==> src/rtl/banked_address_decoder_if.sv <==
// ---------------------------------------------------------------------------
// banked_address_decoder_if
// Request/response bundle between the control sequencer (master) and the
// banked register-select decoder (slave).
//   In_Address      : flat address, bank*P_RegCount + reg
//   In_Write        : 1 = write access, 0 = read access
//   In_Valid        : request valid
//   Out_Ready       : decoder can accept a request
//   Out_BankSelect  : one-hot bank select
//   Out_WriteSelect : one-hot register write strobe
//   Out_ReadSelect  : one-hot register read strobe
//   Out_Ack         : one-cycle access-complete pulse
//   Out_Error       : qualifies Out_Ack, address was out of range
//   Out_ErrorCount  : saturating count of out-of-range accesses
// ---------------------------------------------------------------------------
interface banked_address_decoder_if #(
    parameter int unsigned P_RegCount  = 8,
    parameter int unsigned P_BankCount = 2
);
    localparam int unsigned AW = $clog2(P_RegCount * P_BankCount);

    logic [AW-1:0]          In_Address;
    logic                   In_Write;
    logic                   In_Valid;
    logic                   Out_Ready;
    logic [P_BankCount-1:0] Out_BankSelect;
    logic [P_RegCount-1:0]  Out_WriteSelect;
    logic [P_RegCount-1:0]  Out_ReadSelect;
    logic                   Out_Ack;
    logic                   Out_Error;
    logic [7:0]             Out_ErrorCount;

    modport master (
        output In_Address, In_Write, In_Valid,
        input  Out_Ready, Out_BankSelect, Out_WriteSelect, Out_ReadSelect,
        input  Out_Ack, Out_Error, Out_ErrorCount
    );

    modport slave (
        input  In_Address, In_Write, In_Valid,
        output Out_Ready, Out_BankSelect, Out_WriteSelect, Out_ReadSelect,
        output Out_Ack, Out_Error, Out_ErrorCount
    );
endinterface

==> src/rtl/banked_address_decoder.sv <==
// ---------------------------------------------------------------------------
// banked_address_decoder
// Registered, handshaked register-select decoder. Accepts one request at a
// time, splits the flat address into bank and register index, drives one-hot
// bank/write/read selects and acknowledges the access. Out-of-range accesses
// skip the strobe and are acknowledged with Out_Error and counted.
// Ports:
//   In_Clock : clock, rising edge
//   In_Reset : asynchronous, active-high reset
//   bus      : banked_address_decoder_if slave modport (request/response)
// Every output is driven straight from a register.
// ---------------------------------------------------------------------------
module banked_address_decoder #(
    parameter int unsigned P_RegCount  = 8,
    parameter int unsigned P_BankCount = 2,
    parameter bit          P_HoldMode  = 1'b0
) (
    input  logic                     In_Clock,
    input  logic                     In_Reset,
    banked_address_decoder_if.slave  bus
);
    localparam int unsigned TOTAL = P_RegCount * P_BankCount;
    localparam int unsigned AW    = $clog2(TOTAL);
    localparam int unsigned BW    = (P_BankCount > 1) ? $clog2(P_BankCount) : 1;
    localparam int unsigned RW    = $clog2(P_RegCount);

    typedef enum logic [1:0] {
        ST_IDLE   = 2'd0,
        ST_DECODE = 2'd1,
        ST_STROBE = 2'd2,
        ST_DONE   = 2'd3
    } state_t;

    state_t                 state_q;
    logic [AW-1:0]          addr_q;
    logic                   write_q;
    logic                   ready_q;
    logic [P_BankCount-1:0] bank_sel_q;
    logic [P_RegCount-1:0]  wr_sel_q;
    logic [P_RegCount-1:0]  rd_sel_q;
    logic                   ack_q;
    logic                   error_q;
    logic [7:0]             err_cnt_q;

    logic [BW-1:0]          bank_idx_s;
    logic [RW-1:0]          reg_idx_s;
    logic                   oob_s;
    logic [P_BankCount-1:0] bank_oh_s;
    logic [P_RegCount-1:0]  reg_oh_s;

    // Split the latched address into bank/register and build the one-hot codes.
    // The index values are only meaningful when oob_s is 0.
    always_comb begin
        oob_s      = (32'(addr_q) >= TOTAL);
        bank_idx_s = BW'(32'(addr_q) / P_RegCount);
        reg_idx_s  = RW'(32'(addr_q) % P_RegCount);
        bank_oh_s  = {P_BankCount{1'b0}};
        reg_oh_s   = {P_RegCount{1'b0}};
        for (int unsigned b = 0; b < P_BankCount; b++) begin
            bank_oh_s[b] = (32'(bank_idx_s) == b);
        end
        for (int unsigned r = 0; r < P_RegCount; r++) begin
            reg_oh_s[r] = (32'(reg_idx_s) == r);
        end
    end

    // Access FSM with registered selects, ack/error, ready and error counter.
    always_ff @(posedge In_Clock or posedge In_Reset) begin
        if (In_Reset) begin
            state_q    <= ST_IDLE;
            addr_q     <= {AW{1'b0}};
            write_q    <= 1'b0;
            ready_q    <= 1'b0;
            bank_sel_q <= {P_BankCount{1'b0}};
            wr_sel_q   <= {P_RegCount{1'b0}};
            rd_sel_q   <= {P_RegCount{1'b0}};
            ack_q      <= 1'b0;
            error_q    <= 1'b0;
            err_cnt_q  <= 8'd0;
        end else begin
            // Ack/Error are single-cycle pulses unless set below.
            ack_q   <= 1'b0;
            error_q <= 1'b0;
            case (state_q)
                ST_IDLE: begin
                    if (!ready_q) begin
                        // First cycle after reset release: raise ready only.
                        ready_q <= 1'b1;
                    end else if (bus.In_Valid) begin
                        addr_q  <= bus.In_Address;
                        write_q <= bus.In_Write;
                        ready_q <= 1'b0;
                        state_q <= ST_DECODE;
                    end else begin
                        state_q <= ST_IDLE;
                    end
                end
                ST_DECODE: begin
                    if (oob_s) begin
                        if (err_cnt_q != 8'hFF) begin
                            err_cnt_q <= err_cnt_q + 8'd1;
                        end else begin
                            err_cnt_q <= err_cnt_q;
                        end
                        ack_q   <= 1'b1;
                        error_q <= 1'b1;
                        state_q <= ST_DONE;
                    end else begin
                        bank_sel_q <= bank_oh_s;
                        wr_sel_q   <= write_q ? reg_oh_s : {P_RegCount{1'b0}};
                        rd_sel_q   <= write_q ? {P_RegCount{1'b0}} : reg_oh_s;
                        state_q    <= ST_STROBE;
                    end
                end
                ST_STROBE: begin
                    if (P_HoldMode && bus.In_Valid) begin
                        // Hold: selects stay frozen on the latched access.
                        state_q <= ST_STROBE;
                    end else begin
                        bank_sel_q <= {P_BankCount{1'b0}};
                        wr_sel_q   <= {P_RegCount{1'b0}};
                        rd_sel_q   <= {P_RegCount{1'b0}};
                        ack_q      <= 1'b1;
                        state_q    <= ST_DONE;
                    end
                end
                ST_DONE: begin
                    ready_q <= 1'b1;
                    state_q <= ST_IDLE;
                end
                default: begin
                    bank_sel_q <= {P_BankCount{1'b0}};
                    wr_sel_q   <= {P_RegCount{1'b0}};
                    rd_sel_q   <= {P_RegCount{1'b0}};
                    ready_q    <= 1'b0;
                    state_q    <= ST_IDLE;
                end
            endcase
        end
    end

    assign bus.Out_Ready       = ready_q;
    assign bus.Out_BankSelect  = bank_sel_q;
    assign bus.Out_WriteSelect = wr_sel_q;
    assign bus.Out_ReadSelect  = rd_sel_q;
    assign bus.Out_Ack         = ack_q;
    assign bus.Out_Error       = error_q;
    assign bus.Out_ErrorCount  = err_cnt_q;
endmodule

==> src/flat_wrapper.sv <==
// flat-port wrapper written by rule: the top's interface ports become plain ports
module banked_address_decoder_flat 
#(
    parameter int unsigned P_RegCount  = 8,
    parameter int unsigned P_BankCount = 2,
    parameter bit          P_HoldMode  = 1'b0
)
  (In_Clock, In_Reset, bus_In_Address, bus_In_Write, bus_In_Valid, bus_Out_Ready, bus_Out_BankSelect, bus_Out_WriteSelect, bus_Out_ReadSelect, bus_Out_Ack, bus_Out_Error, bus_Out_ErrorCount);
  banked_address_decoder_if #(.P_RegCount(P_RegCount), .P_BankCount(P_BankCount)) bus_i ();
  input  logic In_Clock;
  input  logic In_Reset;
  input wire logic [$bits(bus_i.In_Address)-1:0] bus_In_Address;
  input wire logic [$bits(bus_i.In_Write)-1:0] bus_In_Write;
  input wire logic [$bits(bus_i.In_Valid)-1:0] bus_In_Valid;
  output wire logic [$bits(bus_i.Out_Ready)-1:0] bus_Out_Ready;
  output wire logic [$bits(bus_i.Out_BankSelect)-1:0] bus_Out_BankSelect;
  output wire logic [$bits(bus_i.Out_WriteSelect)-1:0] bus_Out_WriteSelect;
  output wire logic [$bits(bus_i.Out_ReadSelect)-1:0] bus_Out_ReadSelect;
  output wire logic [$bits(bus_i.Out_Ack)-1:0] bus_Out_Ack;
  output wire logic [$bits(bus_i.Out_Error)-1:0] bus_Out_Error;
  output wire logic [$bits(bus_i.Out_ErrorCount)-1:0] bus_Out_ErrorCount;
  assign bus_i.In_Address = bus_In_Address;
  assign bus_i.In_Write = bus_In_Write;
  assign bus_i.In_Valid = bus_In_Valid;
  assign bus_Out_Ready = bus_i.Out_Ready;
  assign bus_Out_BankSelect = bus_i.Out_BankSelect;
  assign bus_Out_WriteSelect = bus_i.Out_WriteSelect;
  assign bus_Out_ReadSelect = bus_i.Out_ReadSelect;
  assign bus_Out_Ack = bus_i.Out_Ack;
  assign bus_Out_Error = bus_i.Out_Error;
  assign bus_Out_ErrorCount = bus_i.Out_ErrorCount;
  banked_address_decoder #(.P_RegCount(P_RegCount), .P_BankCount(P_BankCount), .P_HoldMode(P_HoldMode)) u_core (.In_Clock(In_Clock), .In_Reset(In_Reset), .bus(bus_i));
endmodule
==> config.mk <==
export PLATFORM = sky130hd
export DESIGN_NAME = banked_address_decoder_flat
export DESIGN_NICKNAME = d
export VERILOG_FILES = /design/src/rtl/banked_address_decoder_if.sv /design/src/rtl/banked_address_decoder.sv /design/src/flat_wrapper.sv
export SDC_FILE = /design/constraint.sdc
export NUM_CORES = 1
export LEC_CHECK = 0
export CAP_MARGIN = 10
export CORE_ASPECT_RATIO = 1.2
export CORE_MARGIN = 2
export CORE_UTILIZATION = 48
export CTS_BUF_LIST = sky130_fd_sc_hd__clkbuf_4 sky130_fd_sc_hd__clkbuf_8
export CTS_CLUSTER_SIZE = 8
export DETAILED_ROUTE_END_ITERATION = 12
export PLACE_DENSITY = 0.91
export SYNTH_ARGS = -nofsm -noshare
export SYNTH_HDL_FRONTEND = slang
export SYNTH_SLANG_ARGS = --single-unit
==> constraint.sdc <==
create_clock -name In_Clock -period 2.2 [get_ports In_Clock]
set_clock_uncertainty 0.1 [all_clocks]
set_input_delay 0.33 -clock In_Clock [delete_from_list [all_inputs] [get_ports In_Clock]]
set_output_delay 0.33 -clock In_Clock [all_outputs]
set_load 0.005 [all_outputs]
Yosys cells after proc, flatten, opt, wreduce, memory -nomap -nowiden
Cells that the tools add are included.
{"block": "totals", "reg_bits": 27, "latchBits": 0, "ram_bits": 0, "rom_bits": 0, "inputBits": 8, "output_inout_bits": 29, "word_cells": 37, "memories": 0}
{"block": "classes", "n_addsub": 0, "multipliers": 0, "n_div": 0, "order_cmp": 0, "n_eq_ne": 11, "shifts": 0, "muxes": 12, "bitwise_logic": 1, "n_reduce_logical": 5}
{"cell": "one-hot mux 8 bit (2 select lines)", "count": 2}
{"cell": "2-to-1 mux 8 bit", "count": 2}
{"cell": "equality test 3 bit (second input constant)", "count": 4}
{"cell": "one-hot mux 2 bit (4 select lines)", "count": 1}
{"cell": "equality test 3 x 2 -> 1 bit (second input constant)", "count": 2}
{"cell": "equality test 2 bit (second input constant)", "count": 2}
{"cell": "2-to-1 mux 1 bit", "count": 4}
{"cell": "one-hot mux 2 bit (2 select lines)", "count": 1}
{"cell": "nonzero test 2 bit", "count": 2}
{"cell": "equality test 3 x 1 -> 1 bit (second input constant)", "count": 1}
{"cell": "zero test 3 bit", "count": 1}
{"cell": "AND reduction 3 bit", "count": 1}
{"cell": "equality test 2 x 1 -> 1 bit (second input constant)", "count": 1}
{"cell": "zero test 2 bit", "count": 1}
{"cell": "2-to-1 mux 2 bit", "count": 1}
{"cell": "!= test 2 x 1 -> 1 bit (second input constant)", "count": 1}
{"cell": "one-hot mux 1 bit (2 select lines)", "count": 1}
{"cell": "NOT 1 bit", "count": 1}

Logic depth before layout (Yosys ltp)
Gate-level depths: netlist of the first run.
{"block": "depth", "word_depth": 3, "depth_mapped": 6, "mapped_depth_nobuf": 4}

Worst setup path before layout of the first run
No wires, ideal clock.
{"block": "synth_timing", "path_type": "reg-to-reg", "start": "register u_core.state_q[1]", "end": "register u_core.rd_sel_q[0] (netlist: u_core.bus.Out_ReadSelect[0])", "setup_time_ns": 0.081, "arrival_ns": 1.390, "required_ns": 2.019, "setup_slack_ns": 0.629, "path_stages_with_launch": 6, "path_buffers": 1, "path_cell_list": "dfrtp_1 -> inv_1 -> ha_1 -> buf_4 -> or4b_4 -> o22ai_2"}
{"block": "synth_via", "elab_chain_cells": 2, "elab_cells_between_ends": 4, "classes_between": "2 x eq/ne; 1 x mux; 1 x reduce/logical"}
{"element": "start, declared", "line_no": "banked_address_decoder.sv:34", "rtl": "state_t state_q;"}
{"element": "start signal, assigned", "line_no": "banked_address_decoder.sv:70", "rtl": "state_q <= ST_IDLE;"}
{"element": "start signal, assigned", "line_no": "banked_address_decoder.sv:93", "rtl": "state_q <= ST_DECODE;"}
{"element": "start signal, assigned", "line_no": "banked_address_decoder.sv:95", "rtl": "state_q <= ST_IDLE;"}
{"element": "equality test 2 bit / equality test 2 x 1 -> 1 bit (equally long branches)", "line_no": "banked_address_decoder.sv:84", "rtl": "case (state_q)"}
{"element": "one-hot mux 8 bit (2 select lines) / nonzero test 2 bit (equally long branches)"}
{"element": "end signal, assigned", "line_no": "banked_address_decoder.sv:76", "rtl": "rd_sel_q <= {P_RegCount{1'b0}};"}
{"element": "end signal, assigned", "line_no": "banked_address_decoder.sv:111", "rtl": "rd_sel_q <= write_q ? {P_RegCount{1'b0}} : reg_oh_s;"}
{"element": "end signal, assigned", "line_no": "banked_address_decoder.sv:122", "rtl": "rd_sel_q <= {P_RegCount{1'b0}};"}
{"element": "end, declared", "line_no": "banked_address_decoder.sv:40", "rtl": "logic [P_RegCount-1:0] rd_sel_q;"}
Several ways; a longest one is shown, not always the timed one.
A chain may end at the register's enable or synchronous reset.

Final worst setup path of the first run
{"block": "layout_timing", "start": "register u_core.state_q[1]", "end": "register u_core.rd_sel_q[6] (netlist: u_core.bus.Out_ReadSelect[6])"}
The elaborated chain is that of the path after synthesis.

==> impl_metrics.yaml, run 1 <==
status:
  status: "finished, final reports clean"
placed_design:
  place_inst: 163
  placed_area_sq_mm: 0.00150
  hpwl_um: 1740
  port_buffers: 27
  gp_congestion: 0.820
clock_tree:
  cts_hold_buf: 0
  clock_path_buffers: 2
  ctsRootBufferMaster: "clkbuf_4"
  postCtsSetupRepairBufs: 0
  cts_resized: 0
  cts_tree: "done"
  htree_levels: 1
  insertion_delay_ns: 0.34
  path_clk_slew_ns: 0.16
  cts_buffers: 3
  cts_sinks: 27
power_and_ir_drop:
  combinationalPowerShare_pct: 49.8
  p_sw_uw: 791
  p_int_uw: 1340
  clkPwrFrac_pct: 10.5
  p_sw_share_pct: 37.1
  power.density_mw_per_mm2: 1400
  p_leak_uw: 0.000660
  vdd_ir_drop_max_mv: 0.933
  pwr-share-seq_pct: 39.7
finish:
  num-nets-final: 147
  stdcell_count: 167
  area_growth_syn_to_layout_pct: 24.6
  stdcell_area_sq_mm: 0.00153
  drive_gt1_share_pct: 14.2
  diodes: 0
  post-route-util_pct: 61.6
floorplan:
  initial_utilization_pct: 49.4
  core-area_sq_mm: 0.00248
  die_h_um: 59.3
  io_pins: 37
  dieArea_sq_mm: 0.00297
  row_count: 20
  die_w_um: 50.1
routing:
  drc: 0
  drt_iter0_drc: 30
  wire_per_inst_um: 13.5
  drt_pre_antenna_iters: 4
  num_vias: 822
  ant_nets: 0
  drt-total-wl_um: 2260
  detail_route.vias_per_cell: 4.92
sta:
  hold_viol: 0
  min_period_ns: 1.74
  maxClockFrequency_ghz: 0.575
  setup_violations: 0
  tns_ns: 0
  grt_setup_unrepaired: "false"
  slew_viol_final: 0
  fin_crit_sh_pct: 79.1
synth:
  ys_seq_elements: 27
  syn-instance-count: 105
  synth-main-ff-cell: "dfrtp_1"
  yosys_warnings: 0
  synth_top_area_share_pct: 55.2
  synth_commonest_cells: "dfrtp_1, inv_1, o22ai_1, buf_4, mux2_2"
  ys_types: 22
  yosys-top-cells-area: "dfrtp_1, mux2_2, buf_4"
  syn_area_per_cell_sq_um: 11.7
  synthArstFlopShare_pct: 100
  yosysSeqAreaShare_pct: 55.2
  synth_area_sq_mm: 0.00122
  synth_largest_area_cell: "dfrtp_1"
  synth_edf_count: 0
  synth.most_common_cell: "dfrtp_1"
worst_setup_path:
  path_class: "flip-flop to flip-flop"
  critPathTopFamily: "flip-flops"
  arrival_ns: 1.89
  ff2ff_path_depth: 5
  start_kind: "flip-flop"
  cp_slowest_cell: "dfrtp_1"
  cp_num_cells: 5
  cp-end-kind: "flip-flop"
  path_buf_inv: 2
  crit_fanout: 19
  critical_path.cell_chain: "inv_1 > ha_1 > buf_4 > nand4bb_1 > o22ai_1"
  cp.required_ns: 2.35
  slowest_delay_ns: 0.42
grt:
  grt_first_pass_wirelength_um: 3490
  grt_pass1_vias: 774
  track_usage_pct: 16.3
  antenna_found_initial: 0
  grt_overflow: 0
  grt_max_degree: 28
job:
  cap_violations: 0
worst_hold_path:
  hold_path.class: "primary input to async pin"
placed cells by master, fill, tap and decap left out, types with 2 or more instances in the layout:
cell type	netlist	routed
nand4bb_1	2	2
o22ai_1	12	12
ha_1	4	4
mux2i_1	2	2
dfrtp_1	27	27
nand2b_1	3	3
conb_1	1	9
nor2_1	2	2
clkbuf_4	0	3
clkdlybuf4s50_1	0	27
buf_4	10	2
o22ai_2	4	4
inv_1	20	20
mux2_2	7	7
path summary, 6_finish.rpt:
| check | to | slack [ns] | from |
|---|---|---|---|
| setup / recovery | u_core.bus.Out_ReadSelect[6]$_DFFE_PP0P_ | 0.46 | u_core.state_q[1]$_DFFE_PP0P_ |
| hold / removal | u_core.bus.Out_ReadSelect[2]$_DFFE_PP0P_ | 0.22 | In_Reset |
| setup reg to reg | u_core.bus.Out_ReadSelect[6]$_DFFE_PP0P_ | 0.46 | u_core.state_q[1]$_DFFE_PP0P_ |
| hold reg to reg | u_core.bus.Out_ReadSelect[1]$_DFFE_PP0P_ | 0.45 | u_core.bus.Out_ReadSelect[1]$_DFFE_PP0P_ |
| max in group asynchronous | u_core.state_q[0]$_DFFE_PP0P_ | 1.51 | In_Reset |
| min in group In_Clock | u_core.bus.Out_ReadSelect[1]$_DFFE_PP0P_ | 0.45 | u_core.bus.Out_ReadSelect[1]$_DFFE_PP0P_ |
flip-flops by register name (all words and copies together) (netlist names):
signal                      cells
u_core.bus.Out_ReadSelect       8
u_core.addr_q                   4
u_core.state_q                  2
u_core.write_q                  1
u_core.bus.Out_BankSelect       2
u_core.bus.Out_Ack              1
u_core.bus.Out_WriteSelect      8
u_core.bus.Out_Ready            1
layout make-up:
cell class / count / area (sq um)
Clock buffer: 3 / 22.5
Clock inverter: 1 / 7.51
Inverter: 20 / 75.1
Multi-Input combinational cell: 54 / 419
Sequential cell: 27 / 676
Timing Repair Buffer: 29 / 285
Tap cell: 33 / 41.3
Fill cell: 204 / 951
per-layer routing:
| layer | GRT usage (%) | routed length (um) |
|---|---|---|
| met3 | 2.02 | 105 |
| met4 | 12.7 | 71 |
| met5 | 0 | 0 |
| met2 | 27.8 | 1180 |
| met1 | 18.6 | 907 |
power groups by stage:
stage | registers (uW) | clock network, uW | logic [uW]
3_5_place_dp | 861 | 0 | 1070
5_1_grt | 876 | 238 | 1160
6_report | 847 | 224 | 1060
4_1_cts | 849 | 227 | 1070
3_3_place_gp | 850 | 0 | 1020
2_1_floorplan | 844 | 0 | 658
worst min-delay path: stages:
cell and delay, ns:
clkdlybuf4s50_1 0.39, inv_1 0.06, buf_4 0.31
metrics by stage:
stage / hold WS, ns / total power (uW) / setup slack (ns)
after floorplan: 0.283 / 1500 / 0.629
after global placement: 0.414 / 1870 / 0.550
final: 0.224 / 2130 / 0.460
after CTS: 0.247 / 2150 / 0.433
after global routing: 0.265 / 2270 / 0.294
after detailed placement: 0.425 / 1930 / 0.469
cell families after synthesis:
logic type,Yosys count,synth area share [%]
AND/OR/NAND/NOR,14,8.17
AO/OA/AOI/OAI,18,11.1
flip-flops,27,55.2
multiplexers,9,8.07
adder cells (fa/ha/maj),4,4.09
buffers and inverters,32,13.1
other,1,0.306
Note: power is estimated with default switching activity, not from simulation.
==> inputs of run 2 (changes only) <==
Settings changed: CORE_UTILIZATION 48 to 43, PLACE_DENSITY 0.91 to 0.87.
Clock period 2.2 ns to 1.6 ns, I/O delays scaled along.
==> impl_metrics.yaml, run 2 (same netlist as run 1, synthesis figures left out) <==
sta:
  setup_violations: 0
  tns_ns: 0
  maxClockFrequency_ghz: 0.646
  min_period_ns: 1.55
  slew_viol_final: 0
  fin_crit_sh_pct: 96.7
  grt_setup_unrepaired: "false"
  hold_viol: 0
  hold_slack_ns: 0.151
placed_design:
  place_inst: 166
  hpwl_um: 1680
  port_buffers: 27
  gp_congestion: 0.819
routing:
  wire_per_inst_um: 12.6
  drt_iter0_drc: 22
  drt-total-wl_um: 2210
  ant_nets: 0
  detail_route.vias_per_cell: 4.80
  drc: 0
  num_vias: 840
  drt_pre_antenna_iters: 3
finish:
  area_growth_syn_to_layout_pct: 30.3
  diodes: 0
  nFillCells: 253
  num-nets-final: 154
  drive_gt1_share_pct: 20.6
  stdcell_count: 175
  final_cell_mix: "clkdlybuf4s50_1, dfrtp_1, inv_1, o22ai_1"
  multi_input_area_sq_um: 438
  regArea_sq_um: 676
worst_setup_path:
  cp.required_ns: 1.75
  r2r_slack_ns: 0.05
  path_buf_inv: 1
  ff2ff_path_depth: 4
  start_kind: "flip-flop"
  path_class: "flip-flop to flip-flop"
  cp_slowest_cell: "or4b_4"
  cp-end-kind: "flip-flop"
  critical_path.cell_chain: "inv_1 > ha_4 > or4b_4 > o22ai_2"
  crit_fanout: 4
  r2r_end: "u_core.bus.Out_ReadSelect[2]$_DFFE_PP0P_"
  critPathTopFamily: "simple AND/OR/NAND/NOR gates"
  arrival_ns: 1.70
  slowest_delay_ns: 0.50
  r2r_start: "u_core.state_q[1]$_DFFE_PP0P_"
clock_tree:
  cts_buffers: 3
  insertion_delay_ns: 0.32
  cts_tree: "done"
  ctsRootBufferMaster: "clkbuf_4"
  path_clk_slew_ns: 0.14
  cts_sinks: 27
  clock_path_buffers: 2
  htree_levels: 1
floorplan:
  core-area_sq_mm: 0.00276
  die_h_um: 62.5
  die_w_um: 52.7
  io_pins: 37
  dieArea_sq_mm: 0.00329
  initial_utilization_pct: 44.4
  row_count: 21
power_and_ir_drop:
  p_sw_share_pct: 36.1
  p_int_uw: 1970
  vdd_ir_drop_max_mv: 1.26
  p_leak_uw: 0.000700
  combinationalPowerShare_pct: 53.8
  clkPwrFrac_pct: 9.1
  power.density_mw_per_mm2: 1930
  p_sw_uw: 1120
  pwr-share-seq_pct: 37.1
grt:
  grt_first_pass_wirelength_um: 3550
  grt_max_degree: 28
  grt_pass1_vias: 785
  antenna_found_initial: 0
  track_usage_pct: 14.2
  grt_overflow: 0
job:
  cap_violations: 0
status:
  status: "finished, final reports clean"
worst_hold_path:
  hold_path.class: "primary input to async pin"
[run 2: layer usage]
| metal | share of wire (%) | up-vias | GRT usage [%] |
|---|---|---|---|
| met5 | 0 | - | 0 |
| met2 | 56 | 26 | 25.0 |
| met3 | 3.7 | 2 | 1.67 |
| met1 | 40 | 407 | 16.9 |
| met4 | 0.63 | 0 | 5.77 |
| li1 | - | 405 | - |
[run 2: how the worst max path moves through the flow]
stage / start / to / slack [ns] / cells after the start
6_report: u_core.state_q[1]$_DFFE_PP0P_ / u_core.bus.Out_ReadSelect[2]$_DFFE_PP0P_ / 0.05 / 4
5_1_grt: u_core.state_q[1]$_DFFE_PP0P_ / u_core.bus.Out_ReadSelect[2]$_DFFE_PP0P_ / 0.004 / 4
4_1_cts: u_core.state_q[1]$_DFFE_PP0P_ / u_core.bus.Out_ReadSelect[2]$_DFFE_PP0P_ / 0.02 / 4
3_5_place_dp: u_core.state_q[1]$_DFFE_PP0P_ / u_core.bus.Out_ReadSelect[2]$_DFFE_PP0P_ / 0.05 / 4
3_3_place_gp: u_core.state_q[0]$_DFFE_PP0P_ / u_core.bus.Out_ReadSelect[0]$_DFFE_PP0P_ / 0.11 / 4
2_1_floorplan: u_core.state_q[1]$_DFFE_PP0P_ / u_core.bus.Out_ReadSelect[0]$_DFFE_PP0P_ / 0.03 / 5
[run 2: final cells by class]
cell class / count / share of cell area, %
multi-input combinational: 54 / 27.4
inverter: 20 / 4.70
timing repair buffer: 36 / 21.2
clock buffer: 3 / 1.41
tap: 34 / 2.66
clock inverter: 1 / 0.313
sequential: 27 / 42.3
[run 2: timing repair]
| action | in CTS | in global routing |
|---|---|---|
| resized for setup | 0 | 3 |
| setup buffers | 1 | 4 |
| endpoints found under the setup margin | 1 | 17 |
| cloned | 0 | 0 |
| pin swaps | 0 | 1 |
| hold buffers | 0 | 0 |
[run 2: through the flow]
stage          total power (uW)  util, %  cell area (sq um)  worst slack, ns
5_1_grt                    3310     57.9               1600          0.00350
2_1_floorplan              2070        -               1250           0.0295
3_3_place_gp               2630     54.8               1510            0.113
3_5_place_dp               2690     54.8               1510           0.0512
4_1_cts                    3000     56.1               1550           0.0160
6_report                   3090     57.9               1600           0.0530
[run 2: worst reg2reg max path, stage by stage (launching register included)]
cell,delay (ns)
dfrtp_1,0.40
inv_1,0.10
ha_4,0.28
or4b_4,0.50
o22ai_2,0.11
[run 2: power groups by stage]
stage	Sequential (uW)	Clock, uW	Combinational (uW)
3_5_place_dp	1180	0	1510
3_3_place_gp	1160	0	1460
2_1_floorplan	1160	0	905
5_1_grt	1180	317	1820
6_report	1150	283	1660
4_1_cts	1150	297	1550
==> inputs of run 3 (changes only) <==
Settings changed: CTS_CLUSTER_DIAMETER from default to 60.
==> results of run 3 <==
Same layout as run 2: the final DEF is identical, and so are final timing and power.
